==> src/rtl/spike_event_encoder.sv <==
// Timestamps spikes from the IF neuron, queues them in a small FIFO drained over
// valid/ready, and reports a saturating per-window spike rate.
module spike_event_encoder #(
   parameter int unsigned TS_WIDTH   = 8,
   parameter int unsigned FIFO_DEPTH = 4,
   parameter int unsigned WINDOW     = 16
) (
   input  logic                clk,
   input  logic                rst_n,
   input  logic                en,
   input  logic                spike,
   output logic [TS_WIDTH-1:0] evt_data,
   output logic                evt_valid,
   input  logic                evt_ready,
   output logic                overflow,
   input  logic                clr_overflow,
   output logic [7:0]          rate,
   output logic                rate_valid
);

   localparam int unsigned PTR_W = $clog2(FIFO_DEPTH);
   localparam int unsigned CNT_W = PTR_W + 1;
   localparam int unsigned WC_W  = $clog2(WINDOW);
   localparam logic [WC_W-1:0]  WC_LAST  = WC_W'(WINDOW - 1);
   localparam logic [CNT_W-1:0] CNT_FULL = CNT_W'(FIFO_DEPTH);

   typedef enum logic [1:0] {EMPTY, PARTIAL, FULL} fstate_t;

   fstate_t             r_fstate;
   fstate_t             w_fstate_nxt;
   logic [TS_WIDTH-1:0] r_mem [FIFO_DEPTH];
   logic [TS_WIDTH-1:0] r_ts;
   logic [TS_WIDTH-1:0] r_evt_data;
   logic [TS_WIDTH-1:0] w_head_nxt;
   logic [PTR_W-1:0]    r_wptr;
   logic [PTR_W-1:0]    r_rptr;
   logic [PTR_W-1:0]    w_rptr_nxt;
   logic [CNT_W-1:0]    r_count;
   logic [CNT_W-1:0]    w_cnt_nxt;
   logic [WC_W-1:0]     r_wcnt;
   logic [7:0]          r_scnt;
   logic [7:0]          w_scnt_inc;
   logic [7:0]          r_rate;
   logic                r_evt_valid;
   logic                r_overflow;
   logic                r_rate_valid;
   logic                w_capture;
   logic                w_push;
   logic                w_pop;
   logic                w_drop;

   assign w_capture = en & spike;
   assign w_pop     = r_evt_valid & evt_ready;
   assign w_push    = w_capture & ((r_fstate != FULL) | w_pop);
   assign w_drop    = w_capture & ~w_push;
   assign w_cnt_nxt = r_count + CNT_W'(w_push) - CNT_W'(w_pop);
   assign w_rptr_nxt = r_rptr + PTR_W'(w_pop);
   assign w_scnt_inc = (w_capture && r_scnt != 8'hFF) ? r_scnt + 8'd1 : r_scnt;

   always_comb begin
      w_fstate_nxt = PARTIAL;
      if (w_cnt_nxt == '0)
         w_fstate_nxt = EMPTY;
      else if (w_cnt_nxt == CNT_FULL)
         w_fstate_nxt = FULL;
   end

   // When the surviving queue is empty the incoming event becomes the head and
   // has not reached the memory yet, so forward it directly.
   always_comb begin
      w_head_nxt = r_mem[w_rptr_nxt];
      if (w_push && w_rptr_nxt == r_wptr)
         w_head_nxt = r_ts;
   end

   always_ff @(posedge clk) begin
      if (w_push)
         r_mem[r_wptr] <= r_ts;
   end

   always_ff @(posedge clk or negedge rst_n) begin
      if (!rst_n) begin
         r_ts         <= '0;
         r_wptr       <= '0;
         r_rptr       <= '0;
         r_count      <= '0;
         r_fstate     <= EMPTY;
         r_evt_valid  <= 1'b0;
         r_evt_data   <= '0;
         r_overflow   <= 1'b0;
         r_wcnt       <= '0;
         r_scnt       <= '0;
         r_rate       <= '0;
         r_rate_valid <= 1'b0;
      end else begin
         if (en)
            r_ts <= r_ts + 1'b1;
         if (w_push)
            r_wptr <= r_wptr + 1'b1;
         r_rptr      <= w_rptr_nxt;
         r_count     <= w_cnt_nxt;
         r_fstate    <= w_fstate_nxt;
         r_evt_valid <= (w_cnt_nxt != '0);
         if (w_cnt_nxt != '0)
            r_evt_data <= w_head_nxt;

         if (w_drop)
            r_overflow <= 1'b1;
         else if (clr_overflow)
            r_overflow <= 1'b0;

         r_rate_valid <= 1'b0;
         if (en) begin
            if (r_wcnt == WC_LAST) begin
               r_rate       <= w_scnt_inc;
               r_rate_valid <= 1'b1;
               r_wcnt       <= '0;
               r_scnt       <= '0;
            end else begin
               r_wcnt <= r_wcnt + 1'b1;
               r_scnt <= w_scnt_inc;
            end
         end
      end
   end

   assign evt_data   = r_evt_data;
   assign evt_valid  = r_evt_valid;
   assign overflow   = r_overflow;
   assign rate       = r_rate;
   assign rate_valid = r_rate_valid;

endmodule
==> config.mk <==
export PLATFORM = sky130hd
export DESIGN_NAME = spike_event_encoder
export DESIGN_NICKNAME = d
export VERILOG_FILES = /design/src/rtl/spike_event_encoder.sv
export SDC_FILE = /design/constraint.sdc
export NUM_CORES = 1
export LEC_CHECK = 0
export ABC_CLOCK_PERIOD_IN_PS = 2700
export CORE_ASPECT_RATIO = 0.6
export CORE_MARGIN = 4
export CORE_UTILIZATION = 32
export DETAILED_ROUTE_END_ITERATION = 10
export PLACE_DENSITY_LB_ADDON = 0.25
export SKIP_CTS_REPAIR_TIMING = 1
export SYNTH_ARGS = -nofsm -noshare
export SYNTH_HDL_FRONTEND = slang
export SYNTH_SLANG_ARGS = --single-unit
==> constraint.sdc <==
create_clock -name clk -period 2.7 [get_ports clk]
set_input_delay 0.54 -clock clk [delete_from_list [all_inputs] [get_ports clk]]
set_output_delay 0.54 -clock clk [all_outputs]
set_load 0.01 [all_outputs]
## Word-level counts from Yosys, hierarchy flattened

Memory sizes are Yosys's and may differ from the RTL's. A register that Yosys moved wholly into a read port is not among the register bits.
Cells that the tools add are included.

- Memories: 1
- Register bits after elaboration: 40
- RAM bits: 32
- Word-level logic and storage cells: 46
- Output and inout port bits: 19
- Input bits: 6

- Reduce and logical (&&, ||, !) cells: 6
- Multiplexer cells: 11
- $add $sub $neg: 7
- Bitwise logic cells: 6
- Equal/unequal tests: 4

Memories:

| name | depth | bits a word | read ports | clocked after memory_dff | write ports | RTL line | RTL |
|---|---|---|---|---|---|---|---|
| r_mem | 4 | 8 | 1 | 1 | 1 | 31 | `logic [TS_WIDTH-1:0] r_mem [FIFO_DEPTH];` |

Operators by type and width:

| cell | number |
|---|---|
| 8-bit by 1-bit adder with 8-bit output (second input constant) | 2 |
| 8-bit two-way mux | 2 |
| 8-bit != test (second input constant) | 1 |
| 1-bit two-way mux | 6 |
| 4-bit by 1-bit adder with 4-bit output (second input constant) | 1 |
| 1-bit AND | 4 |
| 4-bit == test (second input constant) | 1 |
| 2-bit two-way mux | 2 |
| 4-bit two-way mux | 1 |
| 3-bit by 1-bit adder with 3-bit output | 1 |
| 3-bit == test (second input constant) | 1 |
| 3-bit zero test | 1 |
| 3-bit nonzero test | 1 |
| 3-bit by 1-bit subtractor with 3-bit output | 1 |
| 2-bit by 1-bit adder with 2-bit output | 1 |
| 2-bit by 1-bit adder with 2-bit output (second input constant) | 1 |
| 2-bit != test (second input constant) | 1 |
| 2-bit AND reduction | 1 |
| 2-bit nonzero test | 1 |
| 1-bit logical AND | 1 |
| 1-bit zero test | 1 |
| 1-bit NOT | 1 |
| 1-bit bitwise OR | 1 |

## Logic depth before layout (Yosys ltp)

- Depth in word-level cells: 8
- Depth in mapped cells: 15
- Depth with buffers taken out: 13

## Worst setup path after synthesis

No wires, ideal clock.

- Kind: input to register
- Start: in evt_ready
- End: reg r_evt_data[3], in the netlist evt_data[3], read port of r_mem
- Slack: -0.433 ns
- Library setup time: 0.121 ns
- Data required time: 2.579 ns
- Arrival: 3.012 ns
- Stages on the path: 13
- Buffers on the path: 2
- Path through: and2_1 -> clkbuf_1 -> o21a_1 -> inv_1 -> ha_1 -> inv_1 -> ha_1 -> fa_1 -> or2_2 -> clkbuf_1 -> o21ai_0 -> o2bb2a_4 -> o21ai_1

- Word-level cells in the longest chain between the ends: 6

RTL lines:

| item | RTL line | RTL |
|---|---|---|
| start, declared | 14 | `input logic evt_ready,` |
| 1-bit AND * | 53 | `assign w_pop = r_evt_valid & evt_ready;` |
| 1-bit bitwise OR | 54 | `assign w_push = w_capture & ((r_fstate != FULL) \| w_pop);` |
| 1-bit AND | 54 |  |
| 3-bit by 1-bit adder with 3-bit output | 56 | `assign w_cnt_nxt = r_count + CNT_W'(w_push) - CNT_W'(w_pop);` |
| 3-bit by 1-bit subtractor with 3-bit output * | 56 |  |
| named net w_cnt_nxt[1] | 39 | `logic [CNT_W-1:0] w_cnt_nxt;` |
| 3-bit nonzero test * | 104 | `if (w_cnt_nxt != '0)` |
| end, declared | 33 | `logic [TS_WIDTH-1:0] r_evt_data;` |

Mark *: on every way through the listed nets, which the timed path passes. The rest lies on a longest branch.
A chain may end at the register's enable or synchronous reset.

## Worst setup path in the final report

- Start: reg r_evt_valid, in the netlist evt_valid
- End: reg r_evt_data[4], in the netlist evt_data[4], read port of r_mem

- Word-level cells in the longest chain between the ends: 6

RTL lines:

| item | RTL line | RTL |
|---|---|---|
| start, declared | 44 | `logic r_evt_valid;` |
| start signal, assigned | 103 | `r_evt_valid <= (w_cnt_nxt != '0);` |
| 1-bit AND * | 53 |  |
| 1-bit bitwise OR | 54 |  |
| 1-bit AND | 54 |  |
| 3-bit by 1-bit adder with 3-bit output | 56 |  |
| 3-bit by 1-bit subtractor with 3-bit output | 56 |  |
| 3-bit nonzero test | 104 |  |

Mark *: on every way between the ends. The rest lies on a longest branch, timed or not.

==> summary.md <==
| Metric | Value |
|---|---|
| Filler instances | `1005` |
| Primary FF master, synth | `dfrtp_1` |
| Ratio of cells with drive above 1 in the final layout | `23.4%` |
| DRT iter0 DRCs | `100` |
| Post-Syn Instances | `290` |
| Tmin final | `2.70 ns` |
| Mean Syn Cell Area | `12.7 µm²` |
| Max-slew violations | `0` |
| Kind of critical path | `register to register` |
| Slew margin rel. | `61.9%` |
| Synth Net Count | `307` |
| Commonest non-fill, non-tap cell in the layout | `dfrtp_1` |
| Sum of negative setup slack | `0 ns` |
| Die area | `13300 µm²` |
| Final hold viol count | `0` |
| Critical path startpoint category | `register` |
| Drt pass-1 iters | `4` |
| Post-route cell area | `4570 µm²` |
| CTS tree | `done` |
| # DRC | `0` |
| Reg-to-Reg Start | `evt_valid` |
| Cts bufs inserted | `9` |
| Critical Path RT | `2.92 ns` |
| # IOs | `25` |
| Drt total wl | `7880 µm` |
| Crit end category | `register` |
| Antenna violations before repair | `0` |
| HP Class | `input port to asynchronous set/reset pin` |
| Power Dens Cells | `1160 nW/µm²` |
| H-tree levels | `3` |
| Vias/cell | `5.07` |
| Area delta synth->final | `24.5%` |
| First-pass GRT wire length | `12800 µm` |
| Hold WS | `0.196 ns` |
| Nets | `349` |
| Slew @ Worst Pin | `0.572 ns` |
| Area of the multi-input gates | `1530 µm²` |
| Max Clock Freq | `370 MHz` |
| Initial Util | `33.7%` |
| Max VDD drop | `0.000383 V` |
| Routed Antenna Nets | `0` |
| Reg area | `2160 µm²` |
| Clock sink total | `80` |
| Final Wtd Congestion | `0.808` |
| Lkg Pwr | `1.78 nW` |
| Setup violators final | `0` |
| Seq cells post-synth | `80` |
| Clock latency on the worst-skew pair | `0.34 ns` |
| Worst clock skew | `0.00859 ns` |
| CP Max Fanout | `6` |
| Total Routing Usage GR | `12.4%` |
| Max Cap Viol | `0` |
| Critical path arrival | `2.92 ns` |
| Die W | `146 µm` |
| Die Span Y | `91.0 µm` |
| Clk buf depth | `2` |
| Sequential share of the synthesized area | `58.9%` |
| Worst-case reg-to-reg path depth | `13` |
| RR Endpoint | `evt_data[4]` |
| Yosys cell types | `48` |
| Most frequent cells in the layout | `48 x dfrtp_1, 32 x edfxtp_1, 22 x nand2_1` |
| IO Port Bufs | `24` |
| Placed instance area | `4140 µm²` |
| Vias in the first global route | `2309` |
| Ant diodes | `0` |
| Synthesized area | `3670 µm²` |
| Period utilization | `100%` |
| Routed length per instance | `16.6 µm` |
| Largest net degree at the start of global routing | `27` |
| HPWL after detailed placement | `5620 µm` |
| Via Count | `2415` |
| Grt total ovfl | `0` |
| Status | `completed` |
| Number of synthesized flops with an enable pin | `32` |
| Num rows | `29` |
| Worst reg2reg setup slack | `0.0002 ns` |
| Core box area | `10900 µm²` |
| RSZ-0062 raised after global routing | `yes` |
| Root Buffer | `clkbuf_16` |
| Yosys synthesis warning count | `0` |
| Clock-pin slew on the worst setup and hold paths | `0.06 ns` |
| Ys async rst share | `60.0%` |
worst max path at each step:
stage,cells after the start,from,slack (ns),endpoint
floorplan,15,evt_ready,-0.08,evt_data[3]
global route,13,evt_valid,-0.12,evt_data[3]
global placement,14,spike,-0.66,evt_data[4]
detailed placement,14,spike,-0.78,evt_data[4]
finish,13,evt_valid,0.0002,evt_data[4]
CTS,14,spike,-0.44,evt_data[1]
routing by layer:
layer | share of wire, % | vias up | global-route usage, %
met5 | 0 | - | 0
li1 | - | 1161 | -
met1 | 56 | 1191 | 20.0
met3 | 5.9 | 10 | 4.53
met2 | 37 | 53 | 15.2
met4 | 1.1 | 0 | 3.29
final cells by class:
| type | instances | share of cell area [%] |
|---|---|---|
| clock buffers | 11 | 5.09 |
| clock inverters | 5 | 1.26 |
| inverters | 12 | 1.04 |
| multi-input cells | 187 | 33.4 |
| flip-flops and latches | 80 | 47.3 |
| well taps | 139 | 3.81 |
| repair buffers | 41 | 7.94 |
| repair inverters | 1 | 0.164 |
through the flow:
step                      setup slack (ns)  power [mW]  std cells  utilization, %
after detailed placement            -0.780        3.75        456            38.0
after global placement              -0.659        3.71        456            38.0
after global routing                -0.122        5.64        476            42.0
final                             0.000224        5.29        476            42.0
after floorplan                    -0.0803        3.10        290               -
after CTS                           -0.439        4.95        472            40.7
power breakdown:
part	leakage (nW)	internal, mW	switching, mW
registers	0.903	1.64	0.320
logic	0.746	1.04	1.09
clock network	0.133	0.715	0.478
cells in the mapped netlist, types with 4 or more instances:
library cell | n | share of area [%]
inv_1 | 11 | 1.1
o2bb2a_1 | 7 | 1.9
and2_1 | 8 | 1.4
nor2_1 | 12 | 1.2
buf_2 | 5 | 0.68
edfxtp_1 | 32 | 26
mux2i_1 | 12 | 3.3
nand3_1 | 9 | 1.2
ha_1 | 10 | 3.4
a32oi_1 | 8 | 1.9
xnor2_1 | 10 | 2.4
dfrtp_1 | 48 | 33
o21ai_0 | 25 | 3.4
mux2_2 | 11 | 3.4
nand4_1 | 7 | 1.2
nor3_1 | 4 | 0.55
a21oi_1 | 4 | 0.55
nand2_1 | 22 | 2.2
worst max-delay path, stage by stage (launching register included):
cell and delay [ns]:
dfrtp_1 0.34, and2_4 0.16, o21a_4 0.15, inv_4 0.03, ha_4 0.25, inv_2 0.04
ha_4 0.15, fa_2 0.37, xnor2_2 0.16, xnor2_2 0.25, clkinvlp_4 0.24, nor2_4 0.24
buf_6 0.15, o21ai_2 0.06
state kept, by name, indices dropped and copies added, names as in the netlist:
| register | flops |
|---|---|
| r_ts | 8 |
| r_wptr | 2 |
| r_fstate | 2 |
| r_wcnt | 4 |
| evt_data | 8 |
| rate | 8 |
| r_count | 3 |
| overflow | 1 |
| r_mem | 32 |
| rate_valid | 1 |
| evt_valid | 1 |
| r_scnt | 8 |
| r_rptr | 2 |
logic make-up after synthesis:
logic type / share of synthesized area (%)
AO/OA/AOI/OAI: 12.7
XOR/XNOR: 4.60
adder cells (fa/ha/maj): 3.95
buffers and inverters: 3.17
flip-flops: 58.9
multiplexers: 6.65
AND/OR/NAND/NOR: 10.1
Power figures use the tool's default switching activity.
